### config.mk
export PLATFORM = sky130hd
export DESIGN_NAME = spongent_round_ctrl
export DESIGN_NICKNAME = d
export VERILOG_FILES = /design/src/rtl/spongent_pkg.sv /design/src/rtl/spongent_lcounter.sv /design/src/rtl/spongent_round_ctrl.sv
export SDC_FILE = /design/constraint.sdc
export NUM_CORES = 2
export LEC_CHECK = 0
export CAP_MARGIN = 0
export CORE_AREA = 2 2 409 411
export DETAILED_ROUTE_END_ITERATION = 8
export DIE_AREA = 0 0 411 413
export HOLD_SLACK_MARGIN = 0.02
export PLACE_DENSITY = 0.49
export SLEW_MARGIN = 10
export SYNTH_ARGS = -nofsm -noshare
export SYNTH_HDL_FRONTEND = slang
export SYNTH_HIERARCHICAL = 1
export SYNTH_MEMORY_MAX_BITS = 65536
export SYNTH_SLANG_ARGS = --single-unit
### constraint.sdc
create_clock -name clk -period 5 [get_ports clk]
set_input_delay 1 -clock clk [delete_from_list [all_inputs] [get_ports clk]]
set_output_delay 1 -clock clk [all_outputs]
set_load 0.01 [all_outputs]
### src/rtl/spongent_pkg.sv
// Shared SPONGENT definitions: S-box, round-controller FSM encoding and default sizes.
package spongent_pkg;

  localparam int STATE_W_DEF = 264;
  localparam int ROUNDS_DEF  = 385;
  localparam int LCNT_W_DEF  = 9;
  localparam logic [8:0] LCNT_INIT_DEF = 9'h005;

  typedef enum logic [2:0] {
    IDLE   = 3'd0,
    ADD_S  = 3'd1,
    P_RST  = 3'd2,
    P_WAIT = 3'd3,
    DONE   = 3'd4
  } round_state_t;

  function automatic logic [3:0] sbox(input logic [3:0] x);
    logic [3:0] y;
    case (x)
      4'h0: y = 4'hE;
      4'h1: y = 4'hD;
      4'h2: y = 4'hB;
      4'h3: y = 4'h0;
      4'h4: y = 4'h2;
      4'h5: y = 4'h1;
      4'h6: y = 4'h4;
      4'h7: y = 4'hF;
      4'h8: y = 4'h7;
      4'h9: y = 4'hA;
      4'hA: y = 4'h8;
      4'hB: y = 4'h5;
      4'hC: y = 4'h9;
      4'hD: y = 4'hC;
      4'hE: y = 4'h3;
      default: y = 4'h6;
    endcase
    return y;
  endfunction

endpackage

### src/rtl/spongent_lcounter.sv
// Round-constant LFSR: load seeds round 0, step advances one round; held otherwise.
module spongent_lcounter
  import spongent_pkg::*;
#(
  parameter int                LCNT_W    = LCNT_W_DEF,
  parameter logic [LCNT_W-1:0] LCNT_INIT = LCNT_W'(LCNT_INIT_DEF)
) (
  input  logic              clk,
  input  logic              rst,
  input  logic              load,
  input  logic              step,
  output logic [LCNT_W-1:0] value
);

  always_ff @(posedge clk) begin
    if (rst) begin
      value <= '0;
    end else if (load) begin
      value <= LCNT_INIT;
    end else if (step) begin
      value <= {value[LCNT_W-2:0], value[LCNT_W-1] ^ value[4]};
    end
  end

endmodule

### src/rtl/spongent_round_ctrl.sv
// SPONGENT permutation round sequencer around an external pLayer; latency 1+ROUNDS*(2+W)+1, start ignored while busy.
// Optional SPONGENT_ABORT_EN adds an abort input that drops a run back to IDLE without done.
module spongent_round_ctrl
  import spongent_pkg::*;
#(
  parameter int                STATE_W   = STATE_W_DEF,
  parameter int                ROUNDS    = ROUNDS_DEF,
  parameter int                LCNT_W    = LCNT_W_DEF,
  parameter logic [LCNT_W-1:0] LCNT_INIT = LCNT_W'(LCNT_INIT_DEF)
) (
  input  logic               clk,
  input  logic               rst,
  input  logic               start,
  input  logic [STATE_W-1:0] state_in,
  output logic               busy,
  output logic               done,
  output logic [STATE_W-1:0] state_out,
  output logic [STATE_W-1:0] player_state,
  output logic               player_rst,
  input  logic [STATE_W-1:0] player_out,
  input  logic               player_rdy
`ifdef SPONGENT_ABORT_EN
  ,
  input  logic               abort
`endif
);

  localparam int RCNT_W = $clog2(ROUNDS + 1);

  round_state_t       state_q, state_d;
  logic [STATE_W-1:0] work_q;
  logic [STATE_W-1:0] mix;
  logic [STATE_W-1:0] sb;
  logic [RCNT_W-1:0]  rcnt_q;
  logic [RCNT_W-1:0]  rcnt_inc;
  logic [LCNT_W-1:0]  lc;
  logic               lc_load;
  logic               lc_step;

  spongent_lcounter #(
    .LCNT_W    (LCNT_W),
    .LCNT_INIT (LCNT_INIT)
  ) u_lcounter (
    .clk   (clk),
    .rst   (rst),
    .load  (lc_load),
    .step  (lc_step),
    .value (lc)
  );

  assign busy       = (state_q == ADD_S) || (state_q == P_RST) || (state_q == P_WAIT);
  assign player_rst = rst || (state_q == P_RST);
  assign rcnt_inc   = rcnt_q + RCNT_W'(1);

  always_ff @(posedge clk) begin
    if (rst) begin
      state_q <= IDLE;
    end else begin
      state_q <= state_d;
    end
  end

  // lc_step doubles as the "round accepted" strobe, so abort suppresses capture too.
  always_comb begin
    state_d = state_q;
    lc_load = 1'b0;
    lc_step = 1'b0;
    case (state_q)
      IDLE: begin
        if (start && !done) begin
          state_d = ADD_S;
          lc_load = 1'b1;
        end
      end
      ADD_S:  state_d = P_RST;
      P_RST:  state_d = P_WAIT;
      P_WAIT: begin
        if (player_rdy) begin
          lc_step = 1'b1;
          state_d = (rcnt_inc < RCNT_W'(ROUNDS)) ? ADD_S : DONE;
        end
      end
      DONE:    state_d = IDLE;
      default: state_d = IDLE;
    endcase
`ifdef SPONGENT_ABORT_EN
    if (abort && busy) begin
      state_d = IDLE;
      lc_step = 1'b0;
    end
`endif
  end

  // Round constant enters the low bits as-is and the high bits bit-reversed.
  always_comb begin
    mix = work_q;
    mix[LCNT_W-1:0] = work_q[LCNT_W-1:0] ^ lc;
    for (int i = 0; i < LCNT_W; i++) begin
      mix[STATE_W-1-i] = mix[STATE_W-1-i] ^ lc[i];
    end
  end

  always_comb begin
    sb = '0;
    for (int k = 0; k < STATE_W / 4; k++) begin
      sb[4*k +: 4] = sbox(mix[4*k +: 4]);
    end
  end

  always_ff @(posedge clk) begin
    if (rst) begin
      work_q       <= '0;
      player_state <= '0;
      state_out    <= '0;
      done         <= 1'b0;
      rcnt_q       <= '0;
    end else begin
      done <= (state_q == DONE);
      case (state_q)
        IDLE: begin
          if (lc_load) begin
            work_q <= state_in;
            rcnt_q <= '0;
          end
        end
        ADD_S: player_state <= sb;
        P_WAIT: begin
          if (lc_step) begin
            work_q <= player_out;
            rcnt_q <= rcnt_inc;
          end
        end
        DONE:    state_out <= work_q;
        default: ;
      endcase
    end
  end

endmodule

Word-level counts from Yosys, hierarchy flattened
Memory sizes are Yosys's and may differ from the RTL's. A register that Yosys moved wholly into a read port is not among the register bits.
Cells that the tools add are included.
- output and inout bits: 531
- memories kept: 66
- word-level logic and storage cells: 121
- memory bits (read-only): 4224
- input bits: 532
- flip-flop bits (word level): 550
- bitwise operators: 11
- eq/ne operators: 8
- $add $sub $neg: 1
- $lt $le $gt $ge: 1
- reduce and logical (&&, ||, !) cells: 11
- multiplexer cells: 16
- memories (name ; depth ; bits a word ; rd ports ; clocked after Yosys merged registers in ; wr ports ; line ; source):
    (no name shown) ; 16 ; 4 ; 1 ; 1 ; 0 ; spongent_pkg.sv:19 ; case (x)
    (no name shown) ; 16 ; 4 ; 1 ; 1 ; 0 ; spongent_pkg.sv:19 ;
    (no name shown) ; 16 ; 4 ; 1 ; 1 ; 0 ; spongent_pkg.sv:19 ;
    (no name shown) ; 16 ; 4 ; 1 ; 1 ; 0 ; spongent_pkg.sv:19 ;
    (no name shown) ; 16 ; 4 ; 1 ; 1 ; 0 ; spongent_pkg.sv:19 ;
    (no name shown) ; 16 ; 4 ; 1 ; 1 ; 0 ; spongent_pkg.sv:19 ;
    +60 memories ; n/a ; n/a ; n/a ; n/a ; n/a ; n/a ;
- operators by type and width (kind ; count):
    264-bit 2-to-1 mux ; 2
    264-bit case mux with 2 select lines ; 1
    9-bit 2-to-1 mux ; 2
    9-bit case mux with 2 select lines ; 1
    3-bit 2-to-1 mux ; 5
    3-bit case mux with 4 select lines ; 1
    1-bit bitwise XOR ; 10
    9-bit by 1-bit adder with 9-bit output (second input constant) ; 1
    9-bit < comparator (second input constant) ; 1
    9-bit bitwise XOR ; 1
    2-bit inequality test (second input constant) ; 4
    3-bit by 2-bit == test with 1-bit output (second input constant) ; 2
    1-bit 2-to-1 mux ; 4
    2-bit nonzero test ; 2
    3-bit by 1-bit == test with 1-bit output (second input constant) ; 1
    3-bit == test (second input constant) ; 1
    3-bit zero test ; 1
    1-bit logical OR ; 3
    3-bit AND reduction ; 1
    2-bit AND reduction ; 1
    2-bit OR reduction ; 1
    1-bit logical AND ; 1
    1-bit zero test ; 1

Longest topological paths before layout
- word-level depth: 6
- gate-level depth with buffers: 7
- depth with buffers taken out: 7

Cells and area by module
The synthesis kept the hierarchy.
- by module, submodules not included (module ; sequential area each (µm²) ; area an instance (µm²) ; cells each ; times used):
    spongent_round_ctrl ; 16115.5 ; 40796.6 ; 5160 ; 1
    spongent_lcounter ; 180.2 ; 340.3 ; 32 ; 1

Worst setup path before layout
No wires, ideal clock.
- kind: input to output
- start: in rst
- end: out player_rst
- data arrival time: 1.604 ns
- cell stages on the path: 3
- slack: 2.396 ns
- cell sequence: clkbuf_1 clkbuf_1 or2_2
- longest elaborated chain between the ends: 1
- ends and longest elaborated chain (what ; line ; source):
    start: declaration ; spongent_round_ctrl.sv:12 ; input logic rst,
    1-bit logical OR ; spongent_round_ctrl.sv:52 ; assign player_rst = rst || (state_q == P_RST);
    end: declaration ; spongent_round_ctrl.sv:19 ; output logic player_rst,
No other way between the ends.

Worst setup path in the final report
- start: reg state_q[1]
- end: out player_rst
- longest elaborated chain between the ends: 2
- ends and longest elaborated chain (what ; line ; source):
    start: declaration ; spongent_round_ctrl.sv:30 ; round_state_t state_q, state_d;
    start signal: assignment ; spongent_round_ctrl.sv:59 ; state_q <= state_d;
    3-bit by 2-bit == test with 1-bit output ; spongent_round_ctrl.sv:52 ;
    1-bit logical OR ; spongent_round_ctrl.sv:52 ;
No other way between the ends.

==> parameters.txt <==
Parameter                              Value

Placement
  Number of port buffers    1062
  Weighted congestion at the end of routability-driven global placement    0.8294
  DP Cell Count    8047
  Placed cell areas    53350 µm²
  HPWL after DPL    125800 µm

Yosys
  Top cell type by total area after synthesis    sky130_fd_sc_hd__dfxtp_1
  Sequential share of the synthesized area    39.61%
  Synth Area per Inst    7.923 µm²
  Prevailing post-synth register cell    sky130_fd_sc_hd__dfxtp_1
  Mapped Nets    5981
  Synth top area share    39.61%
  Cells taking the most area after synthesis    sky130_fd_sc_hd__dfxtp_1 (40%), sky130_fd_sc_hd__nand2_1 (13%), sky130_fd_sc_hd__ha_1 (7.8%)
  Number of enable-type register cells in the synthesized netlist    0
  Flip-flop and latch count after synthesis    814
  Count of warnings emitted by yosys    6
  Syn Inst Count    5192
  Async set or reset register ratio after synthesis    0%
  Most frequently used cell type in the post-synthesis netlist    sky130_fd_sc_hd__nand2_1
  Unique masters post-synth    53
  Commonest cells post-synth    sky130_fd_sc_hd__nand2_1 (1391), sky130_fd_sc_hd__dfxtp_1 (814), sky130_fd_sc_hd__a21oi_1 (532)
  Area of the mapped netlist    41140 µm²

Worst setup path
  CP endpoint kind    output port
  Maximum fanout count along the critical path    13
  Arrival time at the worst endpoint    2.41 ns
  CP delay by family, top    flip-flops
  Kind of launch point of the worst setup path    flop
  Cell Chain, Critical Path    nor3b_1 > or2_2 > clkdlybuf4s50_1
  Worst endpoint required time    4.00 ns
  Buffers plus inverters on the worst setup path    1
  Delay of the slowest cell on the worst path    0.65 ns
  Worst-path cell with the longest stage delay    sky130_fd_sc_hd__dfxtp_1
  Classification of the worst setup path    flop to output port

Detailed routing
  Post-Route WL    174000 µm
  Number of routed nets with antenna violations    0
  DR WL/cell    21.13 µm
  Post-DR vias/cell    4.769
  Detailed-routing iteration count for the pre-antenna-repair pass    6
  Remaining routing DRC violations    0
  Vias after detailed routing    39.27k
  Iteration-0 DRC Markers    2494

Clock network
  CTS Hold Buffers Added    0
  Buffer cell driving the clock tree root    sky130_fd_sc_hd__clkbuf_16
  Clock tree from TritonCTS    yes
  Post CTS Setup Buffer Count    0
  Deepest clock path buffer count    3
  Number of clock buffers inserted by TritonCTS    102
  Number of clock sinks seen by CTS    814
  CTS clk-pin slew, worst paths    0.06 ns
  Post_cts resized    0
  Insertion delay to the later sink of the worst-skew pair    0.71 ns
  H-tree level count    3

Timing
  Min cycle time layout    3.414 ns
  Accumulated negative setup slack    0 ns
  Unrepaired setup endpoints after global routing    no
  Max Clock Freq    292.9 MHz
  Final hold violations    0
  Number of setup violations in the final report    0
  Relative slew slack    26.77%
  Final-report max-slew violation count    0
  Worst clock skew on the final layout    0.02538 ns
  Share of the clock period used by the worst path after layout    68.28%
  Worst Tran Pin Value    1.098 ns

Power and ir drop
  Share of power burned in combinational logic    19.8%
  Peak supply drop    0.2634 mV
  Total leakage power    20.12 nW
  Switching part of the total power    30.19%
  Clock network power share    39.6%
  Reported net switching power    5.780 mW
  Power density over the cells    337.3 nW/µm²
  Int Pwr    13.37 mW
  Sequential cell fraction of total power    40.6%

Global routing
  Global route total overflow    0
  Maximum number of pins on one net before global-route repair    184
  Global router's overall resource usage    19.46%
  Vias in the first global route    37.49k
  Wire length of the first global-routing pass    250300 µm
  Antenna violations before repair    20

Cells and area
  Share of layout cells above drive strength 1    4.435%
  Filler instances    17.40k
  Final Net Count    6736
  Final Non-Filler Cells    8233
  Area delta synth->final    37.97%
  Final design instance area without fill    56760 µm²

Floorplanning
  Area of the core    165900 µm²
  Top-level I/O count    1063
  Die outline width    411 µm
  Chip Height    413 µm
  Total number of placement rows    150
  Die footprint    169700 µm²
  Initial standard-cell utilization of the core    24.79%

Min path
  Min-delay worst type    flop to flop

Status
  Status    complete, no violations

Job
  Max-cap violations    0
==> flip-flops by register name (all words and copies together) (netlist names) <==
name / count
player_state: 264
state_q: 3
state_out: 264
rcnt_q: 9
u_lcounter/value: 9
done: 1
work_q: 264
==> logic make-up (layout without fill, tap and decap cells) <==
kind of cell / count (synthesis) / count (layout) / share of synthesized area [%]
AOI/OAI and AO/OA: 1109 / 1109 / 17.44
xor gates and xnor gates: 90 / 90 / 1.916
other: 0 / 9 / 0
adders and majority gates: 257 / 257 / 7.817
and+or+nand+nor: 2054 / 2054 / 20.17
buffers and inverters: 659 / 1487 / 6.211
DFF: 814 / 814 / 39.61
muxes: 209 / 209 / 6.831
==> worst paths after layout <==
| kind | slack, ns | end | start | cells after the start |
|---|---|---|---|---|
| worst max-delay path | 1.59 | player_rst | state_q[1] | 3 |
| worst min-delay path | 0.45 | player_state[112] | player_state[112] | 2 |
| worst max register to register | 2.06 | work_q[63] | state_q[1] | 6 |
| worst min register to register | 0.45 | player_state[112] | player_state[112] | 2 |
==> final cells by class <==
class                           instances  area (µm²)  area share, %
Multi-Input combinational cell       3719       22320          39.33
Sequential cell                       814       16300          28.71
Clock inverter                         28       391.6         0.6900
Antenna cell                            9       22.52        0.03968
Inverter                              205       769.5          1.356
Tap cell                             2204        2758          4.859
Clock buffer                          149        2992          5.271
Timing Repair Buffer                 1105       11210          19.75
==> routing by layer <==
layer | global-route usage [%] | wire, µm | up-vias
li1 | - | - | 19120
met2 | 32.81 | 82280 | 1127
met3 | 5.937 | 14060 | 233
met5 | 0 | 129 | -
met4 | 5.911 | 5042 | 20
met1 | 23.67 | 72470 | 18770
==> per-stage QoR <==
step	utilization, %	total power [mW]	setup WS [ns]	hold slack, ns
after CTS	34.20	19.42	1.461	0.4511
final	34.21	19.15	1.586	0.4488
after global routing	34.20	20.10	1.430	0.4632
after detailed placement	32.16	11.74	1.349	0.4446
after global placement	32.16	11.67	1.442	0.4381
after floorplan	-	9.871	2.396	0.4570
==> power by group through the flow <==
stage          Combinational, mW  Sequential, mW  Clock, mW
5_1_grt                     4.19            7.87       8.04
6_report                    3.79            7.77       7.58
2_1_floorplan               2.36            7.51          0
4_1_cts                     3.84            7.79       7.79
3_3_place_gp                3.76            7.91          0
3_5_place_dp                3.81            7.92          0
==> worst reg2reg max path: cells and delay by family (launching register included) <==
kind | cells | cell delay [ns]
flops | 1 | 0.65
buf+inv | 2 | 0.76
simple gates | 2 | 0.86
compound gates | 2 | 0.58
==> placed cells by master (no fill, tap or decap), types with 22 or more instances in the layout <==
master,count
sky130_fd_sc_hd__nor3_1,97
sky130_fd_sc_hd__clkbuf_8,22
sky130_fd_sc_hd__mux2i_1,148
sky130_fd_sc_hd__inv_1,205
sky130_fd_sc_hd__clkbuf_16,104
sky130_fd_sc_hd__nor2_1,396
sky130_fd_sc_hd__o211ai_1,175
sky130_fd_sc_hd__clkdlybuf4s50_1,1061
sky130_fd_sc_hd__mux4_2,57
sky130_fd_sc_hd__a311oi_1,267
sky130_fd_sc_hd__xnor2_1,78
sky130_fd_sc_hd__clkbuf_1,23
sky130_fd_sc_hd__dfxtp_1,814
sky130_fd_sc_hd__buf_4,23
sky130_fd_sc_hd__ha_1,257
sky130_fd_sc_hd__nor2b_1,100
sky130_fd_sc_hd__a21oi_1,532
sky130_fd_sc_hd__o21ai_0,76
sky130_fd_sc_hd__nand2_1,1390
No activity file was read; power rests on OpenSTA's default activity.
